## config.mk

```make
export PLATFORM = sky130hd
export DESIGN_NAME = ps2_command
export DESIGN_NICKNAME = d
export VERILOG_FILES = /design/src/rtl/ps2_command.sv
export SDC_FILE = /design/constraint.sdc
export NUM_CORES = 1
export LEC_CHECK = 0
export BUFFER_PORTS_ARGS = -buffer_cell sky130_fd_sc_hd__buf_2
export CORE_ASPECT_RATIO = 1.1
export CORE_MARGIN = 8
export CORE_UTILIZATION = 45
export CTS_BUF_LIST = sky130_fd_sc_hd__clkbuf_4
export CTS_CLUSTER_DIAMETER = 80
export DETAILED_ROUTE_END_ITERATION = 16
export GPL_TIMING_DRIVEN = 0
export PLACE_DENSITY = 0.63
export SYNTH_ARGS = -nofsm -noshare
export SYNTH_HDL_FRONTEND = slang
export SYNTH_SLANG_ARGS = --single-unit
```

## constraint.sdc

```tcl
create_clock -name clock -period 5.3 [get_ports clock]
set_clock_uncertainty 0.15 [all_clocks]
set_input_delay 0.265 -clock clock [delete_from_list [all_inputs] [get_ports clock]]
set_output_delay 0.265 -clock clock [all_outputs]
set_load 0.01 [all_outputs]
```

## src/rtl/ps2_command.sv

```systemverilog
// Host-to-keyboard command sequencer for the shared PS/2 clock/data pair.
// Runs the reset/BAT and LED-update sequences, with retries and per-wait timeouts.
module ps2_command #(
  parameter int INHIBIT = 128,
  parameter int TIMEOUT = 16383,
  parameter int RETRIES = 3
) (
  input  logic       clock,
  input  logic       reset,
  input  logic       ce,
  input  logic [1:0] ps2,
  output logic [1:0] ps2_oe,
  input  logic       init,
  input  logic [2:0] leds,
  input  logic [7:0] rx_code,
  input  logic       rx_strobe,
  output logic       busy,
  output logic       error,
  output logic [2:0] dbg_state
);

  localparam int CW = $clog2(TIMEOUT * 64 + 1);
  localparam int TW = $clog2(RETRIES + 1);
  localparam logic [CW-1:0] INHIBIT_LOAD = CW'(INHIBIT - 1);
  localparam logic [CW-1:0] TIMEOUT_LOAD = CW'(TIMEOUT - 1);
  localparam logic [CW-1:0] BAT_LOAD     = CW'(TIMEOUT * 64 - 1);
  localparam logic [TW-1:0] LAST_TRY     = TW'(RETRIES - 1);

  typedef enum logic [2:0] {
    S_IDLE    = 3'd0,
    S_INHIBIT = 3'd1,
    S_REQ     = 3'd2,
    S_SHIFT   = 3'd3,
    S_ACKBIT  = 3'd4,
    S_RESP    = 3'd5
  } state_t;

  typedef enum logic {
    SEQ_RESET = 1'b0,
    SEQ_LEDS  = 1'b1
  } seq_t;

  state_t         state, state_n;
  seq_t           seq, seq_n;
  logic [CW-1:0]  cnt, cnt_n;
  logic [3:0]     k, k_n;
  logic           tx_bit, tx_bit_n;
  logic [TW-1:0]  tries, tries_n;
  logic           step, step_n;
  logic           bat, bat_n;
  logic           init_pend, init_pend_n;
  logic           led_pend, led_pend_n;
  logic [2:0]     leds_sent, leds_sent_n;
  logic           error_q, error_n;
  logic           init_d;
  logic [1:0]     sync1, sync2;
  logic           clk_prev;
  logic           fall;
  logic           fail;
  logic [7:0]     tx_byte;

  assign fall = clk_prev & ~sync2[0];

  always_comb begin
    tx_byte = 8'hFF;
    if (seq == SEQ_LEDS) tx_byte = step ? {5'b0, leds_sent} : 8'hED;
  end

  // rx_code/rx_strobe is a one-tick valid with no ready: a byte is consumed
  // only while in RESP, and is never held back from the scancode decoder.
  always_comb begin
    state_n     = state;
    seq_n       = seq;
    cnt_n       = cnt;
    k_n         = k;
    tx_bit_n    = tx_bit;
    tries_n     = tries;
    step_n      = step;
    bat_n       = bat;
    init_pend_n = init_pend;
    led_pend_n  = led_pend;
    leds_sent_n = leds_sent;
    error_n     = error_q;
    fail        = 1'b0;

    if (init && !init_d) init_pend_n = 1'b1;
    if ((leds != leds_sent) && !(seq == SEQ_LEDS && state != S_IDLE)) led_pend_n = 1'b1;

    case (state)
      S_IDLE: begin
        if (init_pend || led_pend) begin
          state_n = S_INHIBIT;
          cnt_n   = INHIBIT_LOAD;
          step_n  = 1'b0;
          bat_n   = 1'b0;
          tries_n = '0;
          error_n = 1'b0;
          if (init_pend) begin
            seq_n       = SEQ_RESET;
            init_pend_n = 1'b0;
          end else begin
            seq_n       = SEQ_LEDS;
            led_pend_n  = 1'b0;
            leds_sent_n = leds;
          end
        end
      end

      S_INHIBIT: begin
        if (cnt == '0) state_n = S_REQ;
        else           cnt_n   = cnt - 1'b1;
      end

      S_REQ: begin
        state_n  = S_SHIFT;
        k_n      = 4'd0;
        tx_bit_n = 1'b0;
        cnt_n    = TIMEOUT_LOAD;
      end

      S_SHIFT: begin
        if (fall) begin
          cnt_n = TIMEOUT_LOAD;
          k_n   = k + 4'd1;
          // k holds edges already seen, so this edge is number k+1
          if (k == 4'd9) begin
            tx_bit_n = 1'b1;
            state_n  = S_ACKBIT;
          end else if (k == 4'd8) begin
            tx_bit_n = ~^tx_byte;
          end else begin
            tx_bit_n = tx_byte[k[2:0]];
          end
        end else if (cnt == '0) begin
          fail = 1'b1;
        end else begin
          cnt_n = cnt - 1'b1;
        end
      end

      S_ACKBIT: begin
        if (fall) begin
          if (!sync2[1]) begin
            state_n = S_RESP;
            cnt_n   = TIMEOUT_LOAD;
          end else begin
            fail = 1'b1;
          end
        end else if (cnt == '0) begin
          fail = 1'b1;
        end else begin
          cnt_n = cnt - 1'b1;
        end
      end

      S_RESP: begin
        if (rx_strobe) begin
          if (bat) begin
            if (rx_code == 8'hAA) begin
              // the keyboard blanks its LEDs after BAT, so always resend them
              state_n    = S_IDLE;
              led_pend_n = 1'b1;
            end else if (rx_code == 8'hFE) begin
              fail = 1'b1;
            end
          end else if (rx_code == 8'hFA) begin
            tries_n = '0;
            if (seq == SEQ_RESET) begin
              bat_n = 1'b1;
              cnt_n = BAT_LOAD;
            end else if (!step) begin
              step_n  = 1'b1;
              state_n = S_INHIBIT;
              cnt_n   = INHIBIT_LOAD;
            end else begin
              state_n = S_IDLE;
            end
          end else if (rx_code == 8'hFE) begin
            fail = 1'b1;
          end
        end else if (cnt == '0) begin
          fail = 1'b1;
        end else begin
          cnt_n = cnt - 1'b1;
        end
      end

      default: state_n = S_IDLE;
    endcase

    if (fail) begin
      if (tries == LAST_TRY) begin
        state_n = S_IDLE;
        error_n = 1'b1;
        if (seq == SEQ_RESET) init_pend_n = 1'b0;
        else                  led_pend_n  = 1'b0;
      end else begin
        tries_n = tries + 1'b1;
        state_n = S_INHIBIT;
        cnt_n   = INHIBIT_LOAD;
        bat_n   = 1'b0;
        // a failed BAT wait restarts from the 0xFF byte itself
        if (seq == SEQ_RESET) step_n = 1'b0;
      end
    end
  end

  always_ff @(posedge clock or negedge reset) begin
    if (!reset) begin
      state     <= S_IDLE;
      seq       <= SEQ_RESET;
      cnt       <= '0;
      k         <= 4'd0;
      tx_bit    <= 1'b1;
      tries     <= '0;
      step      <= 1'b0;
      bat       <= 1'b0;
      init_pend <= 1'b0;
      led_pend  <= 1'b0;
      leds_sent <= 3'b000;
      error_q   <= 1'b0;
      init_d    <= 1'b0;
      sync1     <= 2'b11;
      sync2     <= 2'b11;
      clk_prev  <= 1'b1;
    end else if (ce) begin
      state     <= state_n;
      seq       <= seq_n;
      cnt       <= cnt_n;
      k         <= k_n;
      tx_bit    <= tx_bit_n;
      tries     <= tries_n;
      step      <= step_n;
      bat       <= bat_n;
      init_pend <= init_pend_n;
      led_pend  <= led_pend_n;
      leds_sent <= leds_sent_n;
      error_q   <= error_n;
      init_d    <= init;
      sync1     <= ps2;
      sync2     <= sync1;
      clk_prev  <= sync2[0];
    end
  end

  always_comb begin
    ps2_oe = 2'b00;
    case (state)
      S_INHIBIT:        ps2_oe = 2'b01;
      S_REQ:            ps2_oe = 2'b10;
      S_SHIFT, S_ACKBIT: ps2_oe = {~tx_bit, 1'b0};
      default:          ps2_oe = 2'b00;
    endcase
  end

  assign busy      = (state != S_IDLE);
  assign error     = error_q;
  assign dbg_state = state;

endmodule

```

# Word-level counts from Yosys, hierarchy flattened
# Cells that the tools add are included.
classes:
  add_sub_neg: 3
  n_lt_le_gt_ge: 1
  n_eq_ne: 23
  mux: 95
  bitwise: 4
  reduce_logical: 16
ops:
  columns: ["op", "n"]
  rows:
  - ["$mux W20", 12]
  - ["$pmux W20 S6", 1]
  - ["$mux W1", 51]
  - ["$mux W3", 12]
  - ["$eq A8 B8 Y1 const B", 3]
  - ["$ne A3 B3 Y1 const B", 7]
  - ["$logic_not A20 Y1", 1]
  - ["$sub A20 B1 Y20 const B", 1]
  - ["$pmux W3 S6", 1]
  - ["$mux W8", 2]
  - ["$mux W2", 6]
  - ["$ne A4 B4 Y1 const B", 3]
  - ["$reduce_and A11 Y1", 1]
  - ["$eq A4 B4 Y1 const B", 2]
  - ["$pmux W1 S2", 4]
  - ["$pmux W4 S2", 1]
  - ["$reduce_xnor A8 Y1", 1]
  - ["$eq A3 B2 Y1 const B", 2]
  - ["$eq A3 B3 Y1 const B", 2]
  - ["$pmux W2 S3", 1]
  - ["$reduce_and A3 Y1", 2]
  - ["$add A4 B1 Y4 const B", 1]
  - ["$lt A3 B4 Y1 const B", 1]
  - ["$mux W4", 1]
  - ["other kinds (18)", 23]
totals:
  regBits: 45
  in_bits: 18
  output_inout_bits: 7
  word_cells: 158

# Depth between registers and ports, before layout
logic_depth:
  word_depth: 12
  depth_mapped: 10
  depth_no_buf: 8

# Worst setup path before layout
# OpenSTA, ideal clock, no wires.
synth_path:
  path_kind: "register to register"
  from: "register bat"
  to: "register cnt[19]"
  setup_time_ns: 0.123
  arrival_time_ns: 2.248
  required_ns: 5.027
  setup_slack_ns: 2.779
  path_stages_with_launch: 7
  path_buffers: 1
  synth_period_minus_slack_ns: 2.521
  path_cell_list: "dfrtp_1 -> or3b_4 -> or4_1 -> buf_2 -> o21a_1 -> or4_1 -> o221a_1"
synth_via:
  elab_chain_len: 5
  elab_cells_between_ends: 8
  classes_between: "mux: 8"
synth_rtl:
  columns: ["element", "line_no", "source"]
  rows:
  - ["from (decl)", "50", "logic bat, bat_n;"]
  - ["from (signal assigned)", "234", "bat <= bat_n;"]
  - ["$mux W20", "158", "if (bat) begin"]
  - ["$mux W20", "157", "if (rx_strobe) begin"]
  - ["$pmux W20 S6", "89", "case (state)"]
  - ["$mux W20", "192", "if (tries == LAST_TRY) begin"]
  - ["$mux W20 (*)", "191", "if (fail) begin"]
  - ["to (signal assigned)", "229", "cnt <= cnt_n;"]
  - ["to (decl)", "45", "logic [CW-1:0] cnt, cnt_n;"]
# Every way passes the cells marked *; elsewhere a longest branch is shown, timed or not.
# A chain may end at the register's enable or synchronous reset.

# Worst setup path after layout
layout_path:
  from: "register state[0], in the netlist dbg_state[0]"
  to: "register cnt[1]"
layout_via:
  elab_chain_len: 4
  elab_cells_between_ends: 10
  classes_between: "eq/ne: 5; mux: 4; reduce/logical: 1"
layout_rtl:
  columns: ["element", "line_no", "source"]
  rows:
  - ["from (decl)", "43", "state_t state, state_n;"]
  - ["from (signal assigned)", "227", "state <= state_n;"]
  - ["$eq A3 B3 Y1 (tied with other cells)", "89", null]
  - ["$pmux W20 S6", "89", null]
  - ["$mux W20", "192", null]
  - ["$mux W20 (*)", "191", null]
# Marked as above.

==> impl_metrics.yaml <==
outcome:
  status: "finished, final reports clean"
placement:
  dp_cells: 580
  gp_congestion: 0.943
  io_buffers: 23
  dp_hpwl_um: 8400
setup_path:
  r2r_slack_ps: 1720
  reg2reg_depth: 7
  cp-end-kind: "flip-flop"
  required_ps: 5450
  crit_type: "flip-flop to flip-flop"
  r2r-end: "cnt[1]"
  critical_path.startpoint: "dbg_state[0]"
  crit_arrival_ps: 3730
  path_max_fanout: 10
  r2r-start: "dbg_state[0]"
  startpoint_type: "flip-flop"
sta:
  fmax_ghz: 0.279
  timing.final.crit_share: 0.676
  final-hold-violation-count: 0
  finalSetupViolations: 0
  tightest_slew_ps: 1330
  drv_slew: 0
  slew_headroom: 0.106
  rsz0062_at_grt: "no"
  finalSetupTns_ps: 0
  period_needed_ps: 3580
cts:
  clk-insertion-delay-late_ps: 390
  post-cts-setup-buffer-count: 0
  cts_sinks: 45
  hold_buffers: 7
  cts_resized: 0
  path_clk_slew_ps: 170
  cts-root-buf: "clkbuf_4"
  cts_tree: "built"
  cts_made_buffers: 5
  htreeDepth: 2
  clockBufferDepth: 2
synthesis:
  syn_area_um2: 3610
  yosysSeqAreaShare: 0.314
  synth_adder_area_share: 0.0173
  synthMuxAreaShare: 0.0305
  yosysUniqueCellTypes: 72
  synthSimpleGateAreaFrac: 0.264
  ys_ff_latch: 45
  synth.avg_cell_area_um2: 8.04
  ys_warn_count: 0
  synth_common_cells: "nand2_1, dfrtp_1, a21oi_1, nor2_1, o21ai_0"
  synth_async_sr_flop_share: 1.00
  synth_compound_area_frac: 0.313
  synth_ff_type: "dfrtp_1"
  synth_xor_area_frac: 0.0146
  yosys.area.top_type: "dfrtp_1"
  synth.area.top_cells: "dfrtp_1, a21oi_1, o21ai_0, nand2_1, dfstp_2"
  synth_top_area_frac: 0.270
  synth_top_family_by_area: "compound AO/OA/AOI/OAI gates"
  synth_edf_count: 0
  yosysMostFrequentCell: "nand2_1"
  syn_inst: 449
  synth_nets: 472
die:
  io_pins: 25
  die-area_um2: 11200
  die_height_um: 110
  fp-row-count: 34
  core-area_um2: 7870
  initial_core_util: 0.459
  die-width_um: 101
power:
  ir_drop_v: 0.000210
  total_power_mw: 1.93
  cellLeakagePower_nw: 1.59
  power_density_nw_per_um2: 484
route:
  route.detailed.drc: 0
  drtAntennaViolNets: 0
  wire_per_inst_um: 19.6
  dr.first_iter.drc_count: 411
  drt_wl_total_um: 11600
  firstDrtPassIters: 5
  routed_via_density: 6.51
  vias: 3874
global_route:
  grt.total_usage: 0.214
  grt_pass1_wl_um: 18900
  grt_antenna_before_repair: 0
  grt_pass1_vias: 3759
  grt-ovfl-total: 0
  grt_max_degree: 46
finish:
  n_antenna_cell: 0
  final_cells: 595
  nets: 509
  area_growth_pct: 10.6
  layout.area.seq_um2: 1130
  layout-drive-gt1-share: 0.142
  post-route-util: 0.507
  n_fill_cell: 776
  multiInputGateArea_um2: 2310
hold_path:
  min_to: "led_pend"
  hold_depth: 3
  hold_path.class: "input port to flip-flop"
  hp-start: "ce"
job:
  drv_cap: 0
==> sequential cells by signal, summed over array words and instances, names as in the netlist <==
signal     count
sync1          2
bat            1
tries          2
seq            1
k              4
leds_sent      3
dbg_state      3
led_pend       1
init_d         1
sync2          2
init_pend      1
error          1
clk_prev       1
step           1
tx_bit         1
cnt           20
==> report_power, final <==
group          switching (mW)  internal, mW
combinational           0.699         0.451
clock                   0.139        0.0543
sequential              0.132         0.458
==> critical path, cell delays in order, from the launching register on <==
cell and delay, ps:
dfrtp_1 440, buf_2 220, nand4b_1 530, nor4_1 1170
a221oi_1 500, o211ai_1 230, a21oi_1 70, a32oi_1 190
==> layer usage <==
metal  track usage  vias to the layer above  routed length (um)
li1              -                     1804                   -
met1         0.262                     1857                4910
met2         0.369                      173                5530
met3        0.0260                       40                 829
met4        0.0958                        0                 378
met5             0                        -                   0
==> placed cells by master, fill, tap and decap left out, types with 5 or more instances in the layout <==
master | synthesis | final
nor2_1 | 35 | 35
nor4_1 | 5 | 5
dfrtp_1 | 39 | 39
o21ai_0 | 34 | 34
dlygate4sd3_1 | 0 | 7
a21oi_1 | 38 | 38
a22o_1 | 8 | 8
ha_1 | 5 | 5
dfstp_2 | 6 | 6
nand2_1 | 44 | 44
o22ai_1 | 10 | 10
xnor2_1 | 5 | 5
nor3_1 | 10 | 10
mux2_2 | 8 | 8
nor2b_1 | 6 | 6
inv_1 | 14 | 14
nand4_1 | 7 | 7
nand3_1 | 18 | 18
clkbuf_4 | 0 | 5
o211ai_1 | 8 | 8
buf_2 | 5 | 28
clkbuf_1 | 21 | 21
a21o_1 | 6 | 6
nand2b_1 | 8 | 8
and3_1 | 5 | 5
a31oi_1 | 11 | 11
==> stage by stage <==
stage          cell area, um2  hold WS, ps  setup slack, ps
4_1_cts                  3990          252             1860
2_1_floorplan            3610         -181             2780
3_5_place_dp             3860          348             1950
6_report                 3990          270             1720
3_3_place_gp             3860          332             1900
5_1_grt                  3990          287             1530
==> how the worst max path moves through the flow <==
| stage | depth (start not counted) | slack (ps) | endpoint |
|---|---|---|---|
| detailed placement | 7 | 1950 | cnt[1] |
| CTS | 7 | 1860 | cnt[1] |
| global placement | 7 | 1900 | cnt[1] |
| finish | 7 | 1720 | cnt[1] |
| floorplan | 6 | 2780 | cnt[19] |
| global route | 7 | 1530 | cnt[1] |
==> kinds of logic (layout without fill, tap and decap cells) <==
kind of cell,Yosys count,after routing
and+or+nand+nor,173,173
AOI/OAI and AO/OA,167,167
DFF,45,45
buffers and inverters,43,81
muxes,10,10
xor gates and xnor gates,6,6
adders and majority gates,5,5
==> area by class of cell <==
class	instances	share of cell area
flip-flops and latches	45	0.284
clock inverters	3	0.00627
clock buffers	5	0.00940
multi-input cells	361	0.578
well taps	108	0.0338
inverters	15	0.0141
plain buffers	28	0.0282
repair buffers	30	0.0464
Power figures use the tool's default switching activity.
